[src/rtl/snes_pad_pkg.sv]
// Shared constants for the SNES controller device: button bit positions,
// frame length, idle pin levels and the parallel-load word builder.
package snes_pad_pkg;

  // Button bit positions within the 12-bit buttons bus (1 = pressed)
  localparam int BTN_B      = 0;
  localparam int BTN_Y      = 1;
  localparam int BTN_SELECT = 2;
  localparam int BTN_START  = 3;
  localparam int BTN_UP     = 4;
  localparam int BTN_DN     = 5;
  localparam int BTN_LT     = 6;
  localparam int BTN_RT     = 7;
  localparam int BTN_A      = 8;
  localparam int BTN_X      = 9;
  localparam int BTN_L      = 10;
  localparam int BTN_R      = 11;

  localparam int SNES_BTN_BITS   = 12;
  localparam int SNES_FRAME_BITS = 16;
  localparam int SNES_CNT_W      = 5;

  // Host pins idle with the strobe low and the data clock high
  localparam logic IDLE_STRB = 1'b0;
  localparam logic IDLE_CLK  = 1'b1;

  // Shift register idle content: every bit reads "not pressed"
  localparam logic [SNES_FRAME_BITS-1:0] SR_IDLE = '1;

  // Frame word: four always-released ID bits above the inverted buttons,
  // so bit 0 carries B and a pressed button reads 0 on the wire.
  function automatic logic [SNES_FRAME_BITS-1:0] frame_word(
    input logic [SNES_BTN_BITS-1:0] btn
  );
    return {4'b1111, ~btn};
  endfunction

endpackage

[src/rtl/snes_sync_filter.sv]
// Two-flop synchronizer followed by a stability filter. A new level is taken
// only after FILT consecutive samples disagree with the current one; rise and
// fall are registered one-cycle pulses aligned with the level update.
module snes_sync_filter
  import snes_pad_pkg::*;
#(
  parameter int   FILT    = 4,
  parameter logic RST_LVL = 1'b0
) (
  input  logic clk,
  input  logic reset,
  input  logic pin_i,
  output logic lvl_o,
  output logic rise_o,
  output logic fall_o
);

  localparam logic [3:0] CNT_MAX = 4'(FILT - 1);

  logic       s1_q, s2_q;
  logic       lvl_q, lvl_d;
  logic [3:0] cnt_q, cnt_d;
  logic       rise_q, rise_d;
  logic       fall_q, fall_d;

  // Metastability guard for the asynchronous host pin
  always_ff @(posedge clk or posedge reset) begin
    if (reset) begin
      s1_q <= RST_LVL;
      s2_q <= RST_LVL;
    end else begin
      s1_q <= pin_i;
      s2_q <= s1_q;
    end
  end

  // Count consecutive disagreeing samples; any agreeing sample restarts it
  always_comb begin
    lvl_d  = lvl_q;
    cnt_d  = cnt_q;
    rise_d = 1'b0;
    fall_d = 1'b0;
    if (s2_q == lvl_q) begin
      cnt_d = '0;
    end else if (cnt_q == CNT_MAX) begin
      lvl_d  = s2_q;
      cnt_d  = '0;
      rise_d = s2_q;
      fall_d = ~s2_q;
    end else begin
      cnt_d = cnt_q + 4'd1;
    end
  end

  // Filter state and edge pulses
  always_ff @(posedge clk or posedge reset) begin
    if (reset) begin
      lvl_q  <= RST_LVL;
      cnt_q  <= '0;
      rise_q <= 1'b0;
      fall_q <= 1'b0;
    end else begin
      lvl_q  <= lvl_d;
      cnt_q  <= cnt_d;
      rise_q <= rise_d;
      fall_q <= fall_d;
    end
  end

  assign lvl_o  = lvl_q;
  assign rise_o = rise_q;
  assign fall_o = fall_q;

endmodule

[src/rtl/snes_pad_device.sv]
// SNES controller emulation: the host strobes to latch the buttons, then
// clocks them out LSB (B) first on joy_data, active low.
// Optional watchdog: define SNES_PAD_WATCHDOG_EN to make host_active track
// strobe activity and to idle the shift register when the host goes quiet.
module snes_pad_device
  import snes_pad_pkg::*;
#(
  parameter int FREQ  = 21_500_000,
  parameter int FILT  = 4,
  parameter int WD_MS = 100
) (
  input  logic                     clk,
  input  logic                     reset,
  input  logic                     joy_strb,
  input  logic                     joy_clk,
  output logic                     joy_data,
  input  logic [SNES_BTN_BITS-1:0] buttons,
  output logic                     frame_done,
  output logic                     host_active
);

  localparam logic [SNES_CNT_W-1:0] CNT_FULL = SNES_CNT_W'(SNES_FRAME_BITS);
  localparam logic [SNES_CNT_W-1:0] CNT_LAST = SNES_CNT_W'(SNES_FRAME_BITS - 1);

  logic strb_lvl, strb_rise, strb_fall;
  logic clk_lvl,  clk_rise,  clk_fall;
  logic unused_pins;
  logic wd_expire;

  logic [SNES_FRAME_BITS-1:0] sr_q, sr_d;
  logic [SNES_CNT_W-1:0]      cnt_q, cnt_d;
  logic                       fd_q, fd_d;

  snes_sync_filter #(.FILT(FILT), .RST_LVL(IDLE_STRB)) u_strb (
    .clk    (clk),
    .reset  (reset),
    .pin_i  (joy_strb),
    .lvl_o  (strb_lvl),
    .rise_o (strb_rise),
    .fall_o (strb_fall)
  );

  snes_sync_filter #(.FILT(FILT), .RST_LVL(IDLE_CLK)) u_clk (
    .clk    (clk),
    .reset  (reset),
    .pin_i  (joy_clk),
    .lvl_o  (clk_lvl),
    .rise_o (clk_rise),
    .fall_o (clk_fall)
  );

  // Falling data-clock edges and the strobe fall carry no meaning here
  assign unused_pins = ^{strb_fall, clk_lvl, clk_fall};

`ifdef SNES_PAD_WATCHDOG_EN
  localparam longint WD_CYC = longint'(WD_MS) * longint'(FREQ) / 64'sd1000;
  localparam int     WD_W   = (WD_CYC < 2) ? 1 : $clog2(WD_CYC + 1);

  logic [WD_W-1:0] wd_q, wd_d;

  // Reload on each accepted strobe, otherwise count down to zero
  always_comb begin
    wd_d      = wd_q;
    wd_expire = 1'b0;
    if (strb_rise) begin
      wd_d = WD_W'(WD_CYC);
    end else if (wd_q != '0) begin
      wd_d      = wd_q - WD_W'(1);
      wd_expire = (wd_q == WD_W'(1));
    end
  end

  // Watchdog count register
  always_ff @(posedge clk or posedge reset) begin
    if (reset) wd_q <= '0;
    else       wd_q <= wd_d;
  end

  assign host_active = (wd_q != '0);
`else
  logic act_q;

  // No watchdog: the host is considered present as soon as reset ends
  always_ff @(posedge clk or posedge reset) begin
    if (reset) act_q <= 1'b0;
    else       act_q <= 1'b1;
  end

  assign host_active = act_q;
  assign wd_expire   = 1'b0;
`endif

  // Load beats shift; an expired watchdog also parks the bit counter so a
  // half-finished frame can never produce a late frame_done.
  always_comb begin
    sr_d  = sr_q;
    cnt_d = cnt_q;
    fd_d  = 1'b0;
    if (strb_lvl) begin
      sr_d  = frame_word(buttons);
      cnt_d = '0;
    end else if (wd_expire) begin
      sr_d  = SR_IDLE;
      cnt_d = CNT_FULL;
    end else if (clk_rise) begin
      sr_d = {1'b0, sr_q[SNES_FRAME_BITS-1:1]};
      if (cnt_q != CNT_FULL) cnt_d = cnt_q + SNES_CNT_W'(1);
      fd_d = (cnt_q == CNT_LAST);
    end
  end

  // Shift register, bit counter and frame_done pulse
  always_ff @(posedge clk or posedge reset) begin
    if (reset) begin
      sr_q  <= SR_IDLE;
      cnt_q <= CNT_FULL;
      fd_q  <= 1'b0;
    end else begin
      sr_q  <= sr_d;
      cnt_q <= cnt_d;
      fd_q  <= fd_d;
    end
  end

  assign joy_data   = sr_q[0];
  assign frame_done = fd_q;

endmodule

[config.mk]
export PLATFORM = sky130hd
export DESIGN_NAME = snes_pad_device
export DESIGN_NICKNAME = d
export VERILOG_FILES = /design/src/rtl/snes_pad_pkg.sv /design/src/rtl/snes_sync_filter.sv /design/src/rtl/snes_pad_device.sv
export SDC_FILE = /design/constraint.sdc
export NUM_CORES = 1
export LEC_CHECK = 0
export CAP_MARGIN = 10
export CELL_PAD_IN_SITES_DETAIL_PLACEMENT = 1
export CELL_PAD_IN_SITES_GLOBAL_PLACEMENT = 1
export CORE_MARGIN = 2
export CORE_UTILIZATION = 50
export CTS_BUF_LIST = sky130_fd_sc_hd__clkbuf_8
export CTS_CLUSTER_DIAMETER = 200
export DETAILED_ROUTE_END_ITERATION = 10
export GPL_ROUTABILITY_DRIVEN = 0
export PLACE_DENSITY_LB_ADDON = 0.08
export SETUP_SLACK_MARGIN = 0.5
export SLEW_MARGIN = 0
export SYNTH_ARGS = -nofsm -noshare
export SYNTH_HDL_FRONTEND = slang
export SYNTH_SLANG_ARGS = --single-unit
[constraint.sdc]
create_clock -name clk -period 3.5 [get_ports clk]
set_input_delay 0.7 -clock clk [delete_from_list [all_inputs] [get_ports clk]]
set_output_delay 0.7 -clock clk [all_outputs]
set_load 0.01 [all_outputs]
# Word-level counts from Yosys, hierarchy flattened
# Cells that the tools add are included.
[classes] muxes=13 add_sub_neg=3 n_bitwise=3 n_reduce_logical=5 n_eq_ne=6
[ops] op="$mux 16" n=2
[ops] op="$mux 4" n=4
[ops] op="$mux 5" n=3
[ops] op="$not 12->12" n=1
[ops] op="$add 4x1->4 const B" n=2
[ops] op="$eq 4x2->1 const B" n=2
[ops] op="$reduce_and 2->1" n=3
[ops] op="$add 5x1->5 const B" n=1
[ops] op="$eq 5x4->1 const B" n=1
[ops] op="$ne 5x5->1 const B" n=1
[ops] op="$mux 1" n=4
[ops] op="$reduce_bool 2->1" n=2
[ops] op="$eq 1x1->1" n=2
[ops] op="$not 1->1" n=2
[word_totals] in_bits=16 ff_bits=38 word_cells=43 output_inout_bits=3

# Logic depth before layout (Yosys ltp)
[logic_depth] depth_word=4 mapped_depth=5 ltp_nobuf=5

# By module
# A second synthesis with hierarchy kept.
[hier_totals] cells_unflattened=153 hier_area_um2=1835.5
[by_module_without_submodules] mod="snes_pad_device" area_per_inst_um2=1098.6 instances=1 cells_per_inst=101
[by_module_without_submodules] mod="snes_sync_filter at u_clk" area_per_inst_um2=370.4 instances=1 cells_per_inst=26
[by_module_without_submodules] mod="snes_sync_filter at u_strb" area_per_inst_um2=366.6 instances=1 cells_per_inst=26

# Worst setup path after synthesis
# Ideal clock, no wire load.
[synth_timing] kind="register to register" start="reg cnt_q[0]" end="reg cnt_q[4]" stages_incl_launch_ff=5 n_path_buf=0 arrival_time_ns=1.286 required_time_ns=3.402 slack_ns=2.116 period_less_slack_ns=1.384 cell_sequence="dfrtp_1 > ha_1 > and3_2 > ha_1 > a221oi_1"
[synth_via] elab_chain_cells=4 elab_cells_between_ends=7 classes_between="add/sub: 1; eq/ne: 1; mux: 3; reduce/logical: 2"
[synth_rtl] item="start: declaration" line="snes_pad_device.sv:31" rtl="logic [SNES_CNT_W-1:0] cnt_q, cnt_d;"
[synth_rtl] item="start signal: assignment" line="snes_pad_device.sv:120" rtl="cnt_q <= cnt_d;"
[synth_rtl] item="$add 5x1->5" line="snes_pad_device.sv:107" rtl="if (cnt_q != CNT_FULL) cnt_d = cnt_q + SNES_CNT_W'(1);"
[synth_rtl] item="$mux 5" line="snes_pad_device.sv:107"
[synth_rtl] item="$mux 5" line="snes_pad_device.sv:105" rtl="end else if (clk_rise) begin"
[synth_rtl] item="$mux 5" line="snes_pad_device.sv:99" rtl="if (strb_lvl) begin"
# Parallel ways exist; a longest one is shown, timed or not. The select of a mux whose other input is x is not followed.
# A chain may end at the register's enable or synchronous reset.

# Worst setup path in the final report
[layout_timing] start="reg sr_q[0]" end="out joy_data"
[layout_rtl] item="start: declaration" line="snes_pad_device.sv:30" rtl="logic [SNES_FRAME_BITS-1:0] sr_q, sr_d;"
[layout_rtl] item="start signal: assignment" line="snes_pad_device.sv:119" rtl="sr_q <= sr_d;"
[layout_rtl] item="end: declaration" line="snes_pad_device.sv:16" rtl="output logic joy_data,"
# No word-level cell between the ends.

==> summary.json <==
{
  "status": {
    "run_status": "completed"
  },
  "worst_setup_path": {
    "path_cells": "clkdlybuf4s50_1",
    "buf_inv_on_cp": 1,
    "slowest_stage": "sky130_fd_sc_hd__dfstp_2",
    "critPathArrivalTime_ns": 1.34,
    "crit_cells": 1,
    "critPathKind": "flop to output port",
    "reg2regPathDepth": 3,
    "timing.critical_path.max_delay_family": "flip-flops",
    "crit_path_max_fanout": 2,
    "setup.worst_path.start_class": "flop",
    "end_kind": "output port",
    "timing.critical_path.slowest_cell_delay_ns": 0.53,
    "timing.critical_path.required_ns": 2.80
  },
  "timing": {
    "setup_slack_ns": 1.46,
    "setup_total_negative_slack_ns": 0,
    "minimum_period_implied_by_the_final_worst_setup_slack_ns": 2.04,
    "min_period_over_period": 0.583,
    "setup_viol_count_final": 0,
    "hold_viol_final": 0,
    "worst_slew_pin_slew_ns": 1.14,
    "clock-skew-final_ns": 0.00318,
    "grt_setup_unrepaired": "false",
    "holdWs_ns": 0.359,
    "timing.max_slew.rel_slack": 0.238,
    "fmax_mhz": 490,
    "slew_viol_final": 0
  },
  "power_and_ir_drop": {
    "p_seq_frac": 0.549,
    "power-per-cell-area_nw_per_um2": 677,
    "power.net_switching_uw": 413,
    "swShare": 0.305,
    "internal_power_uw": 940,
    "total_power_mw": 1.35,
    "p_comb_frac": 0.231,
    "power.clock.fraction": 0.221,
    "ir_worst_vdd_mv": 0.368,
    "leakage_nw": 0.811
  },
  "cells_and_area": {
    "layout.nets": 183,
    "post_layout_nonfiller_instances": 209,
    "filler_cell_count": 358,
    "post_route_cells_drive_above_1_share": 0.245,
    "area.growth.synth_to_final_pct": 18.5,
    "antenna_cells": 0
  },
  "detailed_routing": {
    "first_iter_violations": 46,
    "routedWlPerCell_um": 15.6,
    "route.vias.total": 1087,
    "detailedRoute.firstPassIterationCount": 4,
    "routed_via_density": 5.20,
    "ant_nets": 0,
    "detail_route.drc_violations": 0,
    "totalWireLength_mm": 3.27
  },
  "synthesis": {
    "synth.avg_cell_area_um2": 12.0,
    "yosysWarnings": 0,
    "postSynthCellCount": 141,
    "netlist-cell-type-count": 35,
    "mappedNetlistArea_um2": 1690,
    "synth-seq-area-share": 0.578,
    "syn-num-nets": 162,
    "postSynthRegisterBits": 38
  },
  "floorplanning": {
    "chipHeight_um": 62.1,
    "coreArea_um2": 3280,
    "top_level_ports": 19,
    "rows": 21,
    "chipWidth_um": 62.1,
    "initial_utilization": 0.514,
    "floorplan.die_area_um2": 3860
  },
  "grt": {
    "grt_antenna_before_repair": 0,
    "grt_first_pass_wirelength_mm": 5.81,
    "gr-usage-all-layers": 0.194,
    "maximum_number_of_pins_on_one_net_before_global_route_repair": 40,
    "grt_pass1_vias": 1194,
    "grt-ovfl-total": 0
  },
  "cts": {
    "cts.reportedPaths.clkPinSlew_ns": 0.07,
    "cts-htree-levels": 2,
    "cts.sink_count": 38,
    "cts_buffers": 5,
    "tritoncts": "built",
    "cts-root-to-sink-buffers": 2,
    "cts_setup_buffers": 0,
    "cts_resized": 0,
    "clock_insertion_delay_worst_skew_ns": 0.28,
    "ctsRootBufferMaster": "sky130_fd_sc_hd__clkbuf_8",
    "cts_hold_buf": 0
  },
  "worst_hold_path": {
    "hold_path.class": "flop to flop",
    "hold-path-cell-count": 0
  },
  "placement": {
    "placedCellCount": 200,
    "pre_cts_slack_ns": 1.33,
    "dp_hpwl_mm": 2.29,
    "portBuffers": 18
  },
  "run": {
    "timing.max_cap.violations": 0
  }
}
-- metal layers --
layer / up-vias / wire length [µm] / global-route usage
met2: 17 / 1730 / 0.333
met1: 543 / 1370 / 0.239
met4: 0 / 56 / 0.0667
li1: 523 / - / -
met5: - / 0 / 0
met3: 4 / 105 / 0.0489
-- worst paths after layout --
path | startpoint | endpoint | slack [ns]
min in group asynchronous | reset | host_active$_DFF_PP0_ | 0.78
setup reg to reg | u_clk.rise_o$_DFF_PP0_ | cnt_q[0]$_DFFE_PP0P_ | 1.63
hold / removal | u_strb.s1_q$_DFF_PP0_ | u_strb.s2_q$_DFF_PP0_ | 0.36
hold reg to reg | u_strb.s1_q$_DFF_PP0_ | u_strb.s2_q$_DFF_PP0_ | 0.36
setup / recovery | sr_q[0]$_DFFE_PP1P_ | joy_data | 1.46
max in group asynchronous | reset | sr_q[6]$_DFFE_PP1P_ | 1.97
-- power groups by stage --
stage,Combinational (mW),Sequential (mW),Clock (mW)
after floorplan,0.296,0.668,0
after global routing,0.358,0.767,0.328
final,0.312,0.742,0.299
after CTS,0.316,0.740,0.310
after global placement,0.291,0.736,0
after detailed placement,0.314,0.748,0
-- logic make-up after synthesis --
logic type,after synthesis,synth area share
other,1,0.00222
xor gates and xnor gates,5,0.0259
buffers and inverters,13,0.0408
and+or+nand+nor,41,0.138
muxes,6,0.0415
DFF,38,0.578
adders and majority gates,5,0.0371
AOI/OAI and AO/OA,32,0.136
-- placed cells by master (no fill, tap or decap), types with 2 or more instances in the layout --
cell type and count:
sky130_fd_sc_hd__a211oi_1 13, sky130_fd_sc_hd__and2_0 2, sky130_fd_sc_hd__nor2_1 9, sky130_fd_sc_hd__xor2_1 3
sky130_fd_sc_hd__buf_4 2, sky130_fd_sc_hd__nor2b_1 14, sky130_fd_sc_hd__a21oi_1 12, sky130_fd_sc_hd__clkbuf_8 6
sky130_fd_sc_hd__a211o_1 3, sky130_fd_sc_hd__mux2_2 4, sky130_fd_sc_hd__nand3_1 2, sky130_fd_sc_hd__inv_1 7
sky130_fd_sc_hd__nand2b_1 2, sky130_fd_sc_hd__dfrtp_1 18, sky130_fd_sc_hd__xnor2_1 2, sky130_fd_sc_hd__clkdlybuf4s50_1 18
sky130_fd_sc_hd__nand2_1 3, sky130_fd_sc_hd__ha_1 5, sky130_fd_sc_hd__dfstp_2 20, sky130_fd_sc_hd__nor3_1 2
-- stage by stage --
stage | util | instance area [µm²]
3_3_place_gp | 0.577 | 1890
4_1_cts | 0.604 | 1980
3_5_place_dp | 0.577 | 1890
5_1_grt | 0.609 | 2000
2_1_floorplan | - | 1690
6_report | 0.609 | 2000
-- state kept, by name (all words and copies together), names as in the netlist, 4 cells and up --
register and count:
sr_q 16, u_strb.cnt_q 4, u_clk.cnt_q 4, cnt_q 5
-- synth_stat cells --
cell                        n  area [µm²]
sky130_fd_sc_hd__mux2_2     4        45.0
sky130_fd_sc_hd__nor2_2     1        6.26
sky130_fd_sc_hd__nor3b_2    1        12.5
sky130_fd_sc_hd__and3_2     1        7.51
sky130_fd_sc_hd__nor3b_1    1        7.51
sky130_fd_sc_hd__a211oi_1  13        97.6
sky130_fd_sc_hd__buf_2      4        20.0
sky130_fd_sc_hd__a21o_1     1        7.51
sky130_fd_sc_hd__a31oi_4    1        21.3
sky130_fd_sc_hd__inv_1      5        18.8
sky130_fd_sc_hd__and2_1     1        6.26
sky130_fd_sc_hd__mux2i_1    1        10.0
sky130_fd_sc_hd__a21oi_1   12        60.1
sky130_fd_sc_hd__dfrtp_1   18         450
sky130_fd_sc_hd__nor2_1     9        33.8
sky130_fd_sc_hd__xnor2_1    2        17.5
sky130_fd_sc_hd__a31o_2     1        8.76
sky130_fd_sc_hd__nand2_1    3        11.3
sky130_fd_sc_hd__buf_6      1        11.3
sky130_fd_sc_hd__xor2_1     3        26.3
sky130_fd_sc_hd__buf_4      2        15.0
sky130_fd_sc_hd__ha_1       5        62.6
sky130_fd_sc_hd__nand2b_1   2        12.5
sky130_fd_sc_hd__nand4_1    1        6.26
sky130_fd_sc_hd__dfstp_2   20         526
sky130_fd_sc_hd__and2_0     2        12.5
sky130_fd_sc_hd__nand3_1    2        10.0
sky130_fd_sc_hd__mux2_4     1        15.0
sky130_fd_sc_hd__and3b_1    1        8.76
sky130_fd_sc_hd__nor3_1     2        10.0
sky130_fd_sc_hd__a211o_1    3        26.3
sky130_fd_sc_hd__conb_1     1        3.75
sky130_fd_sc_hd__inv_2      1        3.75
sky130_fd_sc_hd__nor2b_1   14        87.6
sky130_fd_sc_hd__a221oi_1   1        8.76
-- layout make-up --
type	instances	area, µm²	share of cell area
clock buffer	6	82.6	0.0413
clock inverter	2	7.51	0.00375
inverter	6	22.5	0.0113
multi-input combinational	90	643	0.322
sequential	38	976	0.488
tap	46	57.6	0.0288
timing repair buffer	21	210	0.105
No activity file was read; power rests on OpenSTA's default activity.
